**src/rtl/approximate_multiplier_ext.sv**
```systemverilog
// approximate_multiplier_ext: sequential approximate multiplier that keeps n_effective significant bits per operand
module approximate_multiplier_ext #(
    parameter int n_input = 16,
    parameter int n_effective = 8,
    localparam int SW = $clog2(2*n_input+1)
) (
    input  logic                     clk,
    input  logic                     rst,
    input  logic                     Start,
    input  logic                     signed_mode,
    input  logic                     round_mode,
    input  logic [n_input-1:0]       pin1,
    input  logic [n_input-1:0]       pin2,
    output logic                     Busy,
    output logic                     Done,
    output logic [2*n_effective-1:0] pout,
    output logic [SW-1:0]            pshift,
    output logic                     psign
);
    localparam int NE = n_effective;
    localparam int PW = 2*n_effective;
    localparam int CW = $clog2(n_effective+1);
    localparam logic [n_input:0] LIM = (n_input+1)'(1) << n_effective;
    localparam logic [n_input-1:0] HALF = n_input'(1) << (n_effective-1);
    localparam logic [2:0] IDLE = 3'd0, NORM = 3'd1, ROUND = 3'd2, MULT = 3'd3, FIN = 3'd4;

    logic [2:0]         state_q, state_d;
    logic [n_input-1:0] a_q, a_d, b_q, b_d;
    logic [SW-1:0]      k1_q, k1_d, k2_q, k2_d, pshift_q, pshift_d;
    logic               r1_q, r1_d, r2_q, r2_d, rm_q, rm_d, sg_q, sg_d, psign_q, psign_d;
    logic [PW-1:0]      acc_q, acc_d, pout_q, pout_d;
    logic [CW-1:0]      cnt_q, cnt_d;

    logic               need1, need2;
    logic [n_input:0]   inc1, inc2;
    logic [n_input-1:0] mag1, mag2;
    logic [PW-1:0]      a_ext, acc_n;

    assign need1 = {1'b0, a_q} >= LIM;
    assign need2 = {1'b0, b_q} >= LIM;
    assign inc1  = {1'b0, a_q} + (n_input+1)'(1);
    assign inc2  = {1'b0, b_q} + (n_input+1)'(1);
    // Two's complement magnitude; the most negative value maps to 2^(n_input-1) unchanged
    assign mag1  = (signed_mode && pin1[n_input-1]) ? -pin1 : pin1;
    assign mag2  = (signed_mode && pin2[n_input-1]) ? -pin2 : pin2;
    assign a_ext = {{NE{1'b0}}, a_q[NE-1:0]} << cnt_q;
    assign acc_n = acc_q + (b_q[0] ? a_ext : '0);

    // Next-state logic: capture, normalise, round, shift-add multiply, publish
    always_comb begin
        state_d  = state_q;
        a_d      = a_q;
        b_d      = b_q;
        k1_d     = k1_q;
        k2_d     = k2_q;
        r1_d     = r1_q;
        r2_d     = r2_q;
        rm_d     = rm_q;
        sg_d     = sg_q;
        acc_d    = acc_q;
        cnt_d    = cnt_q;
        pout_d   = pout_q;
        pshift_d = pshift_q;
        psign_d  = psign_q;
        case (state_q)
            IDLE: if (Start) begin
                a_d     = mag1;
                b_d     = mag2;
                sg_d    = signed_mode & (pin1[n_input-1] ^ pin2[n_input-1]);
                rm_d    = round_mode;
                k1_d    = '0;
                k2_d    = '0;
                r1_d    = 1'b0;
                r2_d    = 1'b0;
                state_d = NORM;
            end
            NORM: begin
                if (need1) begin
                    a_d  = a_q >> 1;
                    k1_d = k1_q + SW'(1);
                    r1_d = a_q[0];
                end
                if (need2) begin
                    b_d  = b_q >> 1;
                    k2_d = k2_q + SW'(1);
                    r2_d = b_q[0];
                end
                state_d = (!need1 && !need2) ? ROUND : NORM;
            end
            ROUND: begin
                if (rm_q && r1_q) begin
                    a_d  = (inc1 == LIM) ? HALF : inc1[n_input-1:0];
                    k1_d = (inc1 == LIM) ? k1_q + SW'(1) : k1_q;
                end
                if (rm_q && r2_q) begin
                    b_d  = (inc2 == LIM) ? HALF : inc2[n_input-1:0];
                    k2_d = (inc2 == LIM) ? k2_q + SW'(1) : k2_q;
                end
                acc_d   = '0;
                cnt_d   = '0;
                state_d = MULT;
            end
            MULT: begin
                acc_d = acc_n;
                b_d   = b_q >> 1;
                cnt_d = cnt_q + CW'(1);
                if (cnt_q == CW'(NE-1)) begin
                    pout_d   = acc_n;
                    pshift_d = k1_q + k2_q;
                    psign_d  = sg_q && (acc_n != '0);
                    state_d  = FIN;
                end
            end
            default: state_d = IDLE;
        endcase
    end

    // State registers with asynchronous clear
    always_ff @(posedge clk or posedge rst) begin
        if (rst) begin
            state_q  <= IDLE;
            a_q      <= '0;
            b_q      <= '0;
            k1_q     <= '0;
            k2_q     <= '0;
            r1_q     <= 1'b0;
            r2_q     <= 1'b0;
            rm_q     <= 1'b0;
            sg_q     <= 1'b0;
            acc_q    <= '0;
            cnt_q    <= '0;
            pout_q   <= '0;
            pshift_q <= '0;
            psign_q  <= 1'b0;
        end else begin
            state_q  <= state_d;
            a_q      <= a_d;
            b_q      <= b_d;
            k1_q     <= k1_d;
            k2_q     <= k2_d;
            r1_q     <= r1_d;
            r2_q     <= r2_d;
            rm_q     <= rm_d;
            sg_q     <= sg_d;
            acc_q    <= acc_d;
            cnt_q    <= cnt_d;
            pout_q   <= pout_d;
            pshift_q <= pshift_d;
            psign_q  <= psign_d;
        end
    end

    assign Busy   = state_q != IDLE;
    assign Done   = state_q == FIN;
    assign pout   = pout_q;
    assign pshift = pshift_q;
    assign psign  = psign_q;
endmodule

```
**config.mk**
```make
export PLATFORM = sky130hd
export DESIGN_NAME = approximate_multiplier_ext
export DESIGN_NICKNAME = d
export VERILOG_FILES = /design/src/rtl/approximate_multiplier_ext.sv
export SDC_FILE = /design/constraint.sdc
export NUM_CORES = 1
export LEC_CHECK = 0
export CAP_MARGIN = 10
export CORE_MARGIN = 2
export CORE_UTILIZATION = 31
export CTS_BUF_LIST = sky130_fd_sc_hd__clkbuf_4
export DETAILED_ROUTE_END_ITERATION = 7
export SYNTH_ARGS = -nofsm -noshare
export SYNTH_HDL_FRONTEND = slang
export SYNTH_SLANG_ARGS = --single-unit
```
**constraint.sdc**
```tcl
create_clock -name clk -period 4.74 [get_ports clk]
set_clock_uncertainty 0.15 [all_clocks]
set_input_delay 0.948 -clock clk [delete_from_list [all_inputs] [get_ports clk]]
set_output_delay 0.948 -clock clk [all_outputs]
set_load 0.05 [all_outputs]
```
==> impl_metrics.tcl, run 1 <==
set metrics [dict create \
    status "finished, final reports clean" \
    rsz0062_at_grt "no" \
    dp_hpwl_mm 15.0 \
    worstPathMaxFanout 17 \
    path_clk_slew_ns 0.16 \
    synth_top_area_share_pct 31.5 \
    cts_root_buf "clkbuf_4" \
    cp.required_ns 4.95 \
    min_period_over_period_pct 90.9 \
    core_area_mm2 0.0235 \
    syn_inst 917 \
    grt_max_degree 63 \
    antenna_found_initial 1 \
    grt_usage_pct 16.0 \
    combPwrFrac_pct 58.1 \
    clkPwrFrac_pct 10.0 \
    yosys_most_used_dff "dfrtp_1" \
    post_cts_resized 0 \
    yosysTopAreaCell "dfrtp_1" \
    worst_setup_path_end_kind "flip-flop" \
    drtIter0Drc 446 \
    worstMarginPinSlew_ns 1.10 \
    area_growth_syn_to_layout_pct 13.9 \
    leakage_nw 3.54 \
    synth.cell_area_mm2 0.00746 \
    layout-drive-gt1-share_pct 6.44 \
    p_sw_mw 2.48 \
    arrival_ns 4.52 \
    port_buffers 61 \
    synthDistinctLibCells 71 \
    via_count 6866 \
    grt_pass1_vias 6485 \
    fp-row-count 56 \
    startpoint_type "flip-flop" \
    drtAntennaViolNets 0 \
    dieArea_mm2 0.0253 \
    insertion_delay_ns 0.48 \
    die_y_um 159 \
    cap_viol_max_count 0 \
    tns_ns 0 \
    grt_pass1_wl_mm 33.5 \
    io_pins 62 \
    die_w_um 159 \
    syn_area_per_cell_um2 8.13 \
    ys_ff_latch 94 \
    vdd_drop_max_uv 246 \
    cts_tree "built" \
    drc 0 \
    post-cts-setup-buffers 0 \
    cts_buffers 9 \
    syn_nets 985 \
    ctsHoldBuffers 0 \
    worst_hold_path_type "reg -> reg" \
    power.density_mw_per_mm2 586 \
    synth_edf_count 0 \
    wl_mm 20.1 \
    post_drt_wl_per_cell_um 15.9 \
    nNetsFinal 1010 \
    crit_type "reg -> reg" \
    pwr-share-seq_pct 31.9 \
    ys_seq_area_share_pct 31.5 \
    finalSetupViolations 0 \
    firstDrtPassIters 5 \
    yosys-top-cells-area "dfrtp_1 (32%), nand2_1 (6.1%), o21ai_0 (4.9%)" \
    maxSlewHeadroom_pct 26.0 \
    maxSlewViolCount 0 \
    synth_common_cells "nand2_1 (121), dfrtp_1 (94), o21ai_0 (73), nor2_1 (66), clkbuf_1 (48)" \
    synth.most_common_cell "nand2_1" \
    p_int_mw 2.50 \
    cts.sinks 94 \
    total_power_mw 4.98 \
    ys_warn_count 0 \
    swShare_pct 49.7 \
    clock_path_buffers 2 \
    period_needed_ns 4.31 \
    async_flop_share_pct 100 \
    via_per_inst 5.42 \
    initial_core_util_pct 31.7 \
    hold_viol 0 \
    place_congestion 0.864 \
    h-tree-depth 3 \
    fmax_mhz 232 \
    grt_overflow_total 0 \
]
-- worst max-delay path, stage by stage (launching register included) --
cell and delay [ns]:
dfrtp_1 0.69, mux4_2 0.58, a21oi_1 0.27, nor2_1 0.10, ha_1 0.41, o211ai_1 0.15, o21ai_0 0.37, a21oi_1 0.20
or3_1 0.36, a311o_1 0.35, a2111oi_0 0.43, a21oi_1 0.12
-- power groups by stage --
stage | clock network, mW | registers, mW | logic, mW
finish | 0.498 | 1.59 | 2.89
global placement | 0 | 1.60 | 2.85
global route | 0.544 | 1.66 | 3.22
CTS | 0.526 | 1.58 | 2.90
floorplan | 0 | 1.55 | 2.15
detailed placement | 0 | 1.60 | 2.89
-- flip-flops by register name (all words and copies together) (netlist names), 3 cells and up --
name     cells
acc_q       16
k2_q         6
pshift       6
cnt_q        4
k1_q         6
b_q         16
state_q      3
a_q         16
pout        16
-- cell type report --
cell class,instances,area [um2]
antenna,1,2.50
clock buffer,9,67.6
timing repair buffer,75,716
clock inverter,7,88.8
sequential,94,2350
inverter,31,119
fill,2526,15000
tap,319,399
multi-input combinational,731,4750
-- placed cells by master, fill, tap and decap left out, drive strengths merged, types with 15 or more instances in the layout --
cell | netlist | final
nor4 | 21 | 21
ha | 29 | 29
nand2 | 121 | 121
xnor2 | 26 | 26
inv | 30 | 30
nor3 | 22 | 22
a22o | 21 | 21
dfrtp | 94 | 94
o211ai | 15 | 15
nor2 | 66 | 66
o21ai | 74 | 74
or3 | 17 | 17
a21oi | 41 | 41
mux2i | 21 | 21
nand3 | 36 | 36
xor2 | 24 | 24
o31ai | 17 | 17
clkdlybuf4s50 | 0 | 61
-- layer usage --
metal	share of wire, %	routed length [um]	vias to the layer above	global-route usage, %
li1	-	-	3423	-
met1	46	9280	3288	21.1
met2	48	9730	130	27.3
met3	3.8	766	25	2.53
met4	1.8	372	0	4.59
met5	0	0	-	0
-- cell families after synthesis --
family | after synthesis | share of synthesized area (%)
and+or+nand+nor | 355 | 23.6
AOI/OAI and AO/OA | 263 | 23.8
adders and majority gates | 31 | 5.40
buffers and inverters | 92 | 4.80
muxes | 32 | 4.93
DFF | 94 | 31.5
xor gates and xnor gates | 50 | 5.97
-- through the flow --
step | cells | utilization (%) | instance area [um2] | hold WS (ns) | setup slack, ns
3_3_place_gp | 1249 | 35.4 | 8330 | 0.310 | 0.636
4_1_cts | 1265 | 36.0 | 8490 | 0.348 | 0.441
5_1_grt | 1267 | 36.1 | 8500 | 0.366 | 0.114
6_report | 1267 | 36.1 | 8500 | 0.338 | 0.432
2_1_floorplan | 917 | - | 7460 | 0.288 | 0.900
3_5_place_dp | 1249 | 35.4 | 8330 | 0.312 | 0.457
-- final timing paths --
check,start,endpoint,slack [ns],cells past startpoint
worst min-delay path,pout[3]$_DFFE_PP0P_,pout[3]$_DFFE_PP0P_,0.34,2
max in group asynchronous,rst,a_q[10]$_DFFE_PP0P_,2.90,3
min in group asynchronous,rst,acc_q[5]$_DFFE_PP0P_,0.80,2
worst max-delay path,cnt_q[1]$_DFFE_PP0P_,psign$_DFFE_PP0P_,0.43,11
worst max register to register,cnt_q[1]$_DFFE_PP0P_,psign$_DFFE_PP0P_,0.43,11
worst min register to register,pout[3]$_DFFE_PP0P_,pout[3]$_DFFE_PP0P_,0.34,2
No activity file was read; power rests on OpenSTA's default activity.
==> run 2, diff against run 1 <==
--- a/config.mk
+++ b/config.mk
@@ -5,6 +5,7 @@
 export SDC_FILE = /design/constraint.sdc
 export NUM_CORES = 1
 export LEC_CHECK = 0
+export ABC_CLOCK_PERIOD_IN_PS = 4740
 export CAP_MARGIN = 10
 export CORE_MARGIN = 2
 export CORE_UTILIZATION = 31
==> results of run 2 <==
Final layout, timing and power as in run 1 (identical DEF).
